## src/rtl/orb_pkg.sv

```systemverilog
// orb_pkg: shared helpers and defaults for the frame pipe.
//   clog2_min1   : ceil(log2(v)), never below 1, so counter/pointer vectors
//                  always have at least one bit.
//   DEF_FRAME_W  : default pixels per line.
//   DEF_FRAME_H  : default lines per frame.
//   DEF_HS_W     : pixel-counter width for the default line length.
//   DEF_VS_W     : line-counter width for the default frame height.
package orb_pkg;

    function automatic int clog2_min1(input int v);
        int r;
        r = 0;
        for (int i = 0; i < 32; i++) begin
            if ((1 << r) < v) begin
                r = r + 1;
            end
        end
        return (r < 1) ? 1 : r;
    endfunction

    localparam int DEF_FRAME_W = 720;
    localparam int DEF_FRAME_H = 480;
    localparam int DEF_HS_W    = clog2_min1(DEF_FRAME_W);
    localparam int DEF_VS_W    = clog2_min1(DEF_FRAME_H);

endpackage

```

## src/rtl/axis_sync_fifo.sv

```systemverilog
// axis_sync_fifo: single-clock first-word-fall-through FIFO.
//   clk, rst : clock and synchronous active-high reset (pointers, count)
//   wr_en    : write wr_data (ignored while full)
//   rd_en    : pop the head (ignored while empty)
//   rd_data  : current head entry, valid whenever empty is 0
//   full, empty, count : occupancy status
module axis_sync_fifo
    import orb_pkg::*;
#(
    parameter int WIDTH = 33,
    parameter int DEPTH = 16
) (
    input  logic                       clk,
    input  logic                       rst,
    input  logic                       wr_en,
    input  logic [WIDTH-1:0]           wr_data,
    input  logic                       rd_en,
    output logic [WIDTH-1:0]           rd_data,
    output logic                       full,
    output logic                       empty,
    output logic [clog2_min1(DEPTH):0] count
);

    localparam int AW    = clog2_min1(DEPTH);
    localparam int CNT_W = AW + 1;

    logic [WIDTH-1:0] mem_q [DEPTH];
    logic [AW-1:0]    wr_ptr_q, wr_ptr_d;
    logic [AW-1:0]    rd_ptr_q, rd_ptr_d;
    logic [CNT_W-1:0] count_q, count_d;
    logic             do_wr, do_rd;

    assign full  = (count_q == CNT_W'(DEPTH));
    assign empty = (count_q == '0);
    assign count = count_q;
    assign do_wr = wr_en & ~full;
    assign do_rd = rd_en & ~empty;
    assign rd_data = mem_q[rd_ptr_q];

    // DEPTH is a power of two, so the pointers wrap on natural overflow.
    always_comb begin
        wr_ptr_d = wr_ptr_q;
        rd_ptr_d = rd_ptr_q;
        count_d  = count_q;
        if (do_wr) begin
            wr_ptr_d = wr_ptr_q + 1'b1;
        end
        if (do_rd) begin
            rd_ptr_d = rd_ptr_q + 1'b1;
        end
        count_d = count_q + CNT_W'(do_wr) - CNT_W'(do_rd);
    end

    always_ff @(posedge clk) begin
        if (rst) begin
            wr_ptr_q <= '0;
            rd_ptr_q <= '0;
            count_q  <= '0;
        end else begin
            wr_ptr_q <= wr_ptr_d;
            rd_ptr_q <= rd_ptr_d;
            count_q  <= count_d;
        end
    end

    // Storage needs no reset: nothing is visible until count says so.
    always_ff @(posedge clk) begin
        if (do_wr) begin
            mem_q[wr_ptr_q] <= wr_data;
        end
    end

endmodule

```

## src/rtl/axis_frame_pipe.sv

```systemverilog
// axis_frame_pipe: wraps a fixed-latency pixel core with AXI-Stream in/out.
//   axi_Mclk, axi_reset        : clock, synchronous active-high reset
//   s_axis_*                   : input pixels (tdata/tvalid/tlast/tready)
//   core_en/core_pix           : beat handed to the core
//   core_hs_cnt/core_vs_cnt    : (x, y) of core_pix within the frame
//   core_res                   : core output, PIPE_LAT cycles after core_en
//   m_axis_*                   : output stream (tdata/tvalid/tlast/tkeep/tready)
//   frame_done                 : pulse when the last beat of a frame leaves
//   tlast_err                  : sticky, input tlast disagreed with position
// Handshake: a beat transfers on a rising edge where valid and ready are both
// 1; valid never waits on ready, and data/last are held while valid && !ready.
module axis_frame_pipe
    import orb_pkg::*;
#(
    parameter int DATA_W     = 32,
    parameter int FRAME_W    = DEF_FRAME_W,
    parameter int FRAME_H    = DEF_FRAME_H,
    parameter int PIPE_LAT   = 8,
    parameter int FIFO_DEPTH = 16
) (
    input  logic                           axi_Mclk,
    input  logic                           axi_reset,
    input  logic [DATA_W-1:0]              s_axis_tdata,
    input  logic                           s_axis_tvalid,
    input  logic                           s_axis_tlast,
    output logic                           s_axis_tready,
    output logic                           core_en,
    output logic [DATA_W-1:0]              core_pix,
    output logic [clog2_min1(FRAME_W)-1:0] core_hs_cnt,
    output logic [clog2_min1(FRAME_H)-1:0] core_vs_cnt,
    input  logic [DATA_W-1:0]              core_res,
    output logic [DATA_W-1:0]              m_axis_tdata,
    output logic                           m_axis_tvalid,
    output logic                           m_axis_tlast,
    output logic [DATA_W/8-1:0]            m_axis_tkeep,
    input  logic                           m_axis_tready,
    output logic                           frame_done,
    output logic                           tlast_err
);

    localparam int HS_W  = clog2_min1(FRAME_W);
    localparam int VS_W  = clog2_min1(FRAME_H);
    localparam int CNT_W = clog2_min1(FIFO_DEPTH) + 1;

    logic [HS_W-1:0]     hs_q, hs_d;
    logic [VS_W-1:0]     vs_q, vs_d;
    logic [CNT_W-1:0]    used_q, used_d;
    logic                ready_q, ready_d;
    logic                err_q, err_d;
    logic [PIPE_LAT-1:0] dl_vld_q, dl_vld_d;
    logic [PIPE_LAT-1:0] dl_last_q, dl_last_d;

    logic                accept, pop, comp_last;
    logic                fifo_wr, fifo_full, fifo_empty;
    logic [DATA_W:0]     fifo_wdata, fifo_rdata;
    logic [CNT_W-1:0]    fifo_count;

    assign accept    = s_axis_tvalid & s_axis_tready;
    assign pop       = m_axis_tvalid & m_axis_tready;
    assign comp_last = (hs_q == HS_W'(FRAME_W - 1)) && (vs_q == VS_W'(FRAME_H - 1));

    always_comb begin
        hs_d  = hs_q;
        vs_d  = vs_q;
        err_d = err_q;
        if (accept) begin
            if (s_axis_tlast != comp_last) begin
                err_d = 1'b1;
            end
            // Either tlast restarts the frame, so a bad input frame cannot
            // shift the coordinates of every frame that follows it.
            if (s_axis_tlast || comp_last) begin
                hs_d = '0;
                vs_d = '0;
            end else if (hs_q == HS_W'(FRAME_W - 1)) begin
                hs_d = '0;
                vs_d = (vs_q == VS_W'(FRAME_H - 1)) ? '0 : vs_q + 1'b1;
            end else begin
                hs_d = hs_q + 1'b1;
            end
        end
    end

    // used = fifo_count + inflight. A beat moving from the delay line into
    // the FIFO leaves the sum unchanged, so only accept and pop move it.
    // Ready is registered from the next value, so it matches used < DEPTH
    // every cycle and never lets a result arrive at a full FIFO.
    always_comb begin
        used_d  = used_q + CNT_W'(accept) - CNT_W'(pop);
        ready_d = (used_d < CNT_W'(FIFO_DEPTH));
    end

    always_comb begin
        dl_vld_d     = '0;
        dl_last_d    = '0;
        dl_vld_d[0]  = accept;
        dl_last_d[0] = comp_last;
        for (int i = 1; i < PIPE_LAT; i++) begin
            dl_vld_d[i]  = dl_vld_q[i-1];
            dl_last_d[i] = dl_last_q[i-1];
        end
    end

    always_ff @(posedge axi_Mclk) begin
        if (axi_reset) begin
            hs_q      <= '0;
            vs_q      <= '0;
            used_q    <= '0;
            ready_q   <= 1'b0;
            err_q     <= 1'b0;
            dl_vld_q  <= '0;
            dl_last_q <= '0;
        end else begin
            hs_q      <= hs_d;
            vs_q      <= vs_d;
            used_q    <= used_d;
            ready_q   <= ready_d;
            err_q     <= err_d;
            dl_vld_q  <= dl_vld_d;
            dl_last_q <= dl_last_d;
        end
    end

    // The delay-line tail lines up with the cycle core_res is valid.
    assign fifo_wr    = dl_vld_q[PIPE_LAT-1];
    assign fifo_wdata = {dl_last_q[PIPE_LAT-1], core_res};

    axis_sync_fifo #(
        .WIDTH (DATA_W + 1),
        .DEPTH (FIFO_DEPTH)
    ) u_fifo (
        .clk     (axi_Mclk),
        .rst     (axi_reset),
        .wr_en   (fifo_wr),
        .wr_data (fifo_wdata),
        .rd_en   (pop),
        .rd_data (fifo_rdata),
        .full    (fifo_full),
        .empty   (fifo_empty),
        .count   (fifo_count)
    );

    // Outputs are forced low during the reset cycle itself, before the
    // synchronous clear has landed.
    assign s_axis_tready = ready_q & ~axi_reset;
    assign core_en       = accept;
    assign core_pix      = s_axis_tdata;
    assign core_hs_cnt   = hs_q;
    assign core_vs_cnt   = vs_q;
    assign m_axis_tvalid = ~fifo_empty & ~axi_reset;
    assign m_axis_tdata  = fifo_rdata[DATA_W-1:0];
    assign m_axis_tlast  = fifo_rdata[DATA_W] & m_axis_tvalid;
    assign m_axis_tkeep  = {(DATA_W/8){m_axis_tvalid}};
    assign frame_done    = pop & m_axis_tlast;
    assign tlast_err     = err_q & ~axi_reset;

    // Credit accounting invariant: no write into a full FIFO, and the FIFO
    // never holds more than the credits handed out.
    assert property (@(posedge axi_Mclk) disable iff (axi_reset)
        !(fifo_wr && fifo_full) && (fifo_count <= used_q));

endmodule

```

## config.mk

```make
export PLATFORM = sky130hd
export DESIGN_NAME = axis_frame_pipe
export DESIGN_NICKNAME = d
export VERILOG_FILES = /design/src/rtl/orb_pkg.sv /design/src/rtl/axis_sync_fifo.sv /design/src/rtl/axis_frame_pipe.sv
export SDC_FILE = /design/constraint.sdc
export NUM_CORES = 1
export LEC_CHECK = 0
export CAP_MARGIN = 20
export CORE_UTILIZATION = 45
export DETAILED_ROUTE_END_ITERATION = 10
export GPL_TIMING_DRIVEN = 1
export PLACE_DENSITY = 0.74
export SKIP_CTS_REPAIR_TIMING = 1
export SLEW_MARGIN = 20
export SYNTH_ARGS = -nofsm -noshare
export SYNTH_HDL_FRONTEND = slang
export SYNTH_SLANG_ARGS = --single-unit
```

## constraint.sdc

```tcl
create_clock -name axi_Mclk -period 5.6 [get_ports axi_Mclk]
set_input_delay 0.56 -clock axi_Mclk [delete_from_list [all_inputs] [get_ports axi_Mclk]]
set_output_delay 0.56 -clock axi_Mclk [all_outputs]
set_load 0.05 [all_outputs]
```

# Word-level counts from Yosys, hierarchy flattened
# Memory sizes are Yosys's and may differ from the RTL's. A register that Yosys moved wholly into a read port is not among the register bits.
# Cells that the tools add are included.
# op_classes
n_addsub	8
order_cmp	1
reduce_logical	6
n_bitwise	12
n_mux	9
n_eq_ne	4
# ops
operator	count
$mux 9	3
$mux 10	2
$add 10x1->10 const B	1
$add 5x1->5	2
$eq 10x10->1 const B	1
$sub 5x1->5	2
$add 9x1->9 const B	1
$and 1x1->1	9
$eq 9x9->1 const B	1
$add 4x1->4 const B	2
$mux 4	2
$eq 5x5->1 const B	1
$logic_not 5->1	1
$lt 5x5->1 const B	1
$reduce_and 2->1	2
$not 1->1	3
$mux 1	2
$reduce_bool 2->1	1
$logic_and 1x1->1	1
$logic_or 1x1->1	1
$ne 1x1->1	1
# totals
n_memories	1
ff_bits	55
ramBits	528
output_inout_bits	93
input_bits	69
# mem_list
memory	words	width	rd	rd_clocked_by_memory_dff	write_ports	line_no	text
u_fifo.mem_q	16	33	1	1	1	axis_sync_fifo.sv:27	logic [WIDTH-1:0] mem_q [DEPTH];

# Logic depth before layout (Yosys ltp)
# Gate-level depths: netlist (run 1).
# logic_depth
depth_word	7
ltp_mapped	13
ltp_nobuf	13

# Hierarchy
# A second synthesis (run 1) with hierarchy kept.
# hier_totals
cells_unflattened	1151
hier_area_um2	22895.7
# modules_own_cells
mod	area_per_inst_um2	seq_area_each_um2	instances	cells_each
axis_sync_fifo	20781.2	16195.5	1	916
axis_frame_pipe	2114.5	840.8	1	235

# Worst setup path after synthesis (run 1)
# OpenSTA, ideal clock, no wires.
# synth_timing
kind	reg2reg
startpoint	reg u_fifo.count_q[2] (netlist: u_fifo.count[2])
endpoint	mem u_fifo.mem_q[1][0], enable pin
arrival_ns	3.441
path_stages_with_launch	8
slack_ns	1.695
path_buffers	1
setup_time_ns	0.464
path_cell_list	dfxtp_1 > inv_1 > ha_1 > nand4bb_1 > and2_1 > clkbuf_1 > nand2_1 > nor3_1
# synth_between
elab_chain_cells	5
# synth_lines
item	line_no	text
start: declaration	axis_sync_fifo.sv:30	logic [CNT_W-1:0] count_q, count_d;
start signal: assignment	axis_sync_fifo.sv:62	count_q <= count_d;
$eq 5x5->1	axis_sync_fifo.sv:33	assign full = (count_q == CNT_W'(DEPTH));
$not 1->1	axis_sync_fifo.sv:36	assign do_wr = wr_en & ~full;
$and 1x1->1	axis_sync_fifo.sv:36	
net u_fifo.do_wr	axis_sync_fifo.sv:31	logic do_wr, do_rd;
$mux 1	axis_sync_fifo.sv:68	if (do_wr) begin
$mux 1 (not written as such)	axis_sync_fifo.sv:69	mem_q[wr_ptr_q] <= wr_data;
end: declaration	axis_sync_fifo.sv:27	
# The timed path passes the listed nets, and every way through them passes these cells.

==> flow_summary.yaml, run 1 <==
worst_setup_path:
  crit_fanout: 44
  r2r_cells: 12
  critical_path_arrival_ns: 3.67
  reg2reg_from: "u_fifo.count[2]"
  reg2reg_to: "u_fifo.count[4]"
  regToRegSetupSlack_ns: 2.33
  crit_required_ns: 5.04
  start_kind: "flip-flop"
  critPathKind: "flip-flop to output port"
  worstSetupEndpointType: "output port"
cells_and_area:
  final_area_um2: 26200
  area_delta_synth_final_pct: 15.1
  drive_above_1_share_pct: 24.3
  num-nets-final: 1264
  stdcell_count: 1892
yosys:
  synth_seq_cells: 587
  synth_area_leader_cell: "edfxtp_1"
  yosys_most_used_dff: "edfxtp_1"
  syn_inst: 1077
  yosysSeqAreaShare_pct: 74.7
  async_reset_ff_share_pct: 0
  syn_nets: 1167
  synth_edf_count: 528
  yosys_warnings: 0
  synth_area_um2: 22800
  synth.distinct_cells: 50
  postSynthAreaPerCell_um2: 21.2
  synth_area_leaders: "edfxtp_1 (70%), mux4_2 (16%), dfxtp_1 (5.2%), buf_4 (1.2%), ha_1 (1.0%)"
  yosysTopAreaCellShare_pct: 69.5
timing:
  finalHoldViolations: 0
  fin_crit_sh_pct: 75.5
  rsz0062_at_grt: "no"
  fin_tns_setup_ns: 0
  worst_clock_skew_ns: 0.0243
  slew_violations: 0
  setup_viol: 0
  holdWs_ns: 0.425
  fmax_mhz: 236
  finalCriticalPeriod_ns: 4.23
  tightestPinTransition_ns: 0.864
  slew_headroom_pct: 42.4
placement:
  place_congestion: 0.790
  hpwl_mm: 23.9
  io_buffers: 97
  dp_cells: 1786
  dpl_cell_area_um2: 24400
min_path:
  hp-class: "flip-flop to flip-flop"
  hold-path-endpoint: "dl_vld_q[1]"
  hold_depth: 1
  min_from: "dl_vld_q[0]"
power_and_ir_drop:
  power_leakage_uw: 0.00800
  peakVddDrop_mv: 0.261
  pwr_density_cell_nw_per_um2: 383
  power.total_uw: 10000
global_route:
  gr-total-overflow: 0
  grt_start_max_net_pins: 61
  grt_pass1_vias: 11100
  grt_pass1_wl_mm: 68.9
  antenna_found_initial: 2
  grt_usage_pct: 18.4
floorplanning:
  initial_utilization_pct: 45.5
  num_rows: 82
  dieArea_um2: 51600
  fp.dieW_um: 227
  top_level_ports: 162
  die_h_um: 227
  core_area_um2: 50100
drt:
  routed_via_density: 5.66
  vias: 10700
  drt_pass1_iterations: 7
  wl_per_cell_um: 24.3
  drc_errors: 0
  ant_nets: 0
  drtIter0Drc: 1018
  drt-total-wl_mm: 46.0
clock_tree:
  clkSinkCount: 587
  cts.path.max_buffers: 3
  clock_latency_ns: 0.62
  htree_levels: 2
  cts_tree: "yes"
  cts_buffers: 58
  cts.clk_slew.worst_paths_ns: 0.06
  root_buffer: "clkbuf_16"
run:
  max_cap_viol_count: 0
run_status:
  outcome: "finished, final reports clean"
synth_stat cells, types with 3 or more instances:
cell      count
nand2_1      18
buf_1         9
clkbuf_1     21
nor2_1       44
nand2b_1      3
nor3_1       16
ha_1         19
edfxtp_1    528
o21ai_0       6
a21o_1        4
buf_6         9
inv_1        23
a211oi_1      6
nand4_1       7
xnor2_1      13
o32ai_1       4
nand3_1       9
dfxtp_1      59
nor2b_1      22
xor2_1        5
buf_2         8
buf_4        36
mux2i_1       3
mux4_2      164
a21oi_1       8
cell families (layout without fill, tap and decap cells):
group | after synthesis | in the layout | share of synthesized area (%)
AND/OR/NAND/NOR | 134 | 134 | 2.99
other | 0 | 1 | 0
adder cells (fa/ha/maj) | 21 | 21 | 1.22
flip-flops | 587 | 587 | 74.7
buffers and inverters | 108 | 250 | 2.71
AO/OA/AOI/OAI | 41 | 41 | 1.27
XOR/XNOR | 18 | 18 | 0.692
multiplexers | 168 | 168 | 16.4
sequential cells by signal, indices dropped and copies added (netlist names), named ones only:
| register | flops |
|---|---|
| u_fifo.mem_q | 528 |
| core_hs_cnt | 10 |
| core_vs_cnt | 9 |
| dl_last_q | 8 |
| dl_vld_q | 8 |
| u_fifo.count | 5 |
| used_q | 5 |
| u_fifo.rd_ptr_q | 4 |
| u_fifo.wr_ptr_q | 4 |
| err_q | 1 |
| ready_q | 1 |
layout make-up:
class / instances / area (um^2)
well taps: 672 / 841
diodes: 1 / 2.50
inverters: 25 / 93.8
flip-flops and latches: 587 / 17000
multi-input cells: 382 / 5250
clock buffers: 73 / 1540
clock inverters: 32 / 297
fillers: 3865 / 23800
repair buffers: 120 / 1180
cells in the final DEF, fill, tap and decap left out, types with 13 or more instances in the layout:
master / netlist / routed
buf_4: 36 / 20
clkbuf_16: 0 / 58
clkdlybuf4s50_1: 0 / 96
clkinv_1: 1 / 13
dfxtp_1: 59 / 55
edfxtp_1: 528 / 528
ha_1: 19 / 19
inv_1: 23 / 23
mux4_2: 164 / 164
nand2_1: 18 / 18
nor2_1: 44 / 32
nor2b_1: 22 / 22
xnor2_1: 13 / 13
per-layer routing:
layer	GRT usage [%]	share of wire, %	vias up
li1	-	-	4566
met1	24.9	42	5669
met2	29.7	49	400
met3	4.69	6.9	77
met4	5.02	2.1	4
met5	0	0.056	-
how the worst max path moves through the flow:
stage	startpoint	to	slack [ns]
final	flip-flop	m_axis_tdata[20]	1.37
after global routing	flip-flop	m_axis_tdata[20]	1.18
after global placement	flip-flop	m_axis_tdata[4]	1.91
after detailed placement	flip-flop	m_axis_tdata[4]	1.91
after CTS	flip-flop	m_axis_tdata[4]	1.27
after floorplan	u_fifo.count[2]	u_fifo.mem_q[1][0]	1.69
worst max-delay path, stage by stage (launching register included):
cell	delay (ns)
dfxtp_4	0.80
buf_12	0.41
mux4_2	0.55
mux4_2	0.55
clkdlybuf4s50_1	0.73
through the flow:
stage,utilization [%],setup slack [ns]
detailed placement,48.8,1.91
CTS,52.4,1.27
floorplan,-,1.69
global placement,48.8,1.91
finish,52.4,1.37
global route,52.4,1.18
report_power, final:
part	switching, uW	internal (uW)	leakage [uW]
logic	723	672	0.00190
clock network	1590	2160	0.000883
registers	89.6	4810	0.00522
total	2400	7640	0.00800
Note: power is estimated with default switching activity, not from simulation.
==> run 2: changes to the inputs <==
==> constraint.sdc (replaced) <==
create_clock -name axi_Mclk -period 4.35 [get_ports axi_Mclk]
set_input_delay 0.435 -clock axi_Mclk [delete_from_list [all_inputs] [get_ports axi_Mclk]]
set_output_delay 0.435 -clock axi_Mclk [all_outputs]
set_load 0.05 [all_outputs]
==> flow_summary.yaml, run 2 (synthesized netlist as in run 1, its figures left out) <==
drt:
  wl_per_cell_um: 24.7
  drtIter0Drc: 1068
  wl_met3_mm: 3.40
  drt-met1-wl_mm: 19.7
  ant_nets: 0
  vias: 10800
  top_layer_used: "met5"
  drt_pass1_iterations: 7
  wl_met2_mm: 22.8
  drt-total-wl_mm: 47.0
  routed_via_density: 5.68
  drc_errors: 0
cells_and_area:
  num-nets-final: 1278
  final_area_um2: 26300
  layout_common_cells: "edfxtp_1 (528), mux4_2 (164), clkdlybuf4s50_1 (96)"
  largest_reg_flops: 528
  top_register: "u_fifo.mem_q"
  final_util_pct: 52.5
  area_delta_synth_final_pct: 15.4
  drive_above_1_share_pct: 24.4
  final_common_cell: "edfxtp_1"
  fillers: 3870
worst_setup_path:
  r2r_cells: 7
  crit_cells: 4
  cpMostUsedCell: "mux4_2"
  reg2reg_to: "u_fifo.mem_q[10][15]"
  cp_cell_sequence: "buf_12, mux4_2, mux4_2, clkdlybuf4s50_1"
  reg2reg_from: "u_fifo.count[3]"
  regToRegSetupSlack_ns: 1.37
  crit_required_ns: 3.91
  crit_path_max_incr_delay_ns: 0.73
  critPathKind: "flip-flop to output port"
  worstSetupEndpointType: "output port"
  cp_top_family: "buffers and inverters"
  slowest_stage: "clkdlybuf4s50_1"
  critical_path_arrival_ns: 3.46
  crit_fanout: 51
  critPathBufInv: 2
  cp-endpoint: "m_axis_tdata[29]"
  start_kind: "flip-flop"
placement:
  io_buffers: 97
  place_ws_ns: 0.997
  place_congestion: 0.806
  hpwl_mm: 25.6
  dpl_cell_area_um2: 24500
floorplanning:
  num_rows: 82
  top_level_ports: 162
  core_area_um2: 50100
  initial_utilization_pct: 45.5
  fp.dieW_um: 227
  die_h_um: 227
  dieArea_um2: 51600
global_route:
  antenna_found_initial: 2
  grt_pass1_vias: 11100
  gr-total-overflow: 0
  grt_pass1_wl_mm: 70.0
  grt_start_max_net_pins: 62
  grt_usage_pct: 18.6
run_status:
  outcome: "finished, final reports clean"
timing:
  fin_tns_setup_ns: 0
  finalHoldViolations: 0
  fmax_mhz: 257
  worst_clock_skew_ns: 0.0165
  slew_violations: 0
  finalCriticalPeriod_ns: 3.90
  layout_setup_ws_ns: 0.453
  fin_crit_sh_pct: 89.6
  setup_viol: 0
  rsz0062_at_grt: "no"
  slew_headroom_pct: 29.5
  tightestPinTransition_ns: 1.05
run:
  max_cap_viol_count: 0
clock_tree:
  cts_buffers: 56
  cts.path.max_buffers: 3
  cts.clk_slew.worst_paths_ns: 0.06
  clkSinkCount: 587
  root_buffer: "clkbuf_16"
  clock_latency_ns: 0.60
  cts_tree: "yes"
  htree_levels: 2
min_path:
  hp-class: "input pin to flip-flop"
power_and_ir_drop:
  peakVddDrop_mv: 0.288
  pwr_density_cell_nw_per_um2: 489
  power_leakage_uw: 0.00805
==> run 2: cell types whose count changed in the layout (fill, tap and decap cells not counted), sizes merged <==
cell      previous run  this run
buf                 24        40
clkinvlp             5         1
clkbuf              73        74
clkinv              22        21
inv                 25        26
==> run 2: through the flow <==
step / hold slack [ns] / cells / power, uW
global placement: 0.419 / 1802 / 8220
CTS: 0.382 / 1904 / 13000
global route: 0.415 / 1904 / 13300
detailed placement: 0.422 / 1802 / 8260
finish: 0.410 / 1905 / 12900
floorplan: 0.414 / 1077 / 7870
==> run 2: worst min-delay path, cell delays in order <==
cell and delay [ns]:
buf_2 0.11, buf_4 0.28, nor2_1 0.15
==> run 2: layer usage <==
| metal | GRT usage, % | vias to the layer above |
|---|---|---|
| li1 | - | 4595 |
| met4 | 5.61 | 4 |
| met2 | 30.0 | 447 |
| met3 | 4.01 | 76 |
| met1 | 25.6 | 5690 |
| met5 | 0 | - |
==> run 2: layout make-up <==
type                       count  area, um^2  share of cell area, %
clock inverter                28         274                   1.04
antenna                        1        2.50                0.00952
multi-input combinational    382        5250                   20.0
inverter                      25        93.8                  0.357
tap                          672         841                   3.20
clock buffer                  74        1490                   5.67
timing repair buffer         136        1300                   4.93
sequential                   587       17000                   64.8
==> run 2: worst min path at each step <==
stage	start	to	cells after the start
after floorplan	dl_last_q[0]	dl_last_q[1]	1
after global placement	dl_vld_q[2]	dl_vld_q[3]	1
after detailed placement	dl_vld_q[1]	dl_vld_q[2]	1
after CTS	axi_reset	core_hs_cnt[1]	3
after global routing	axi_reset	used_q[1]	3
final	axi_reset	core_hs_cnt[1]	3
==> run 2: power breakdown <==
group	internal (uW)	switching, uW
Combinational	876	988
Clock	2700	2020
Sequential	6190	77.3
Total	9770	3090
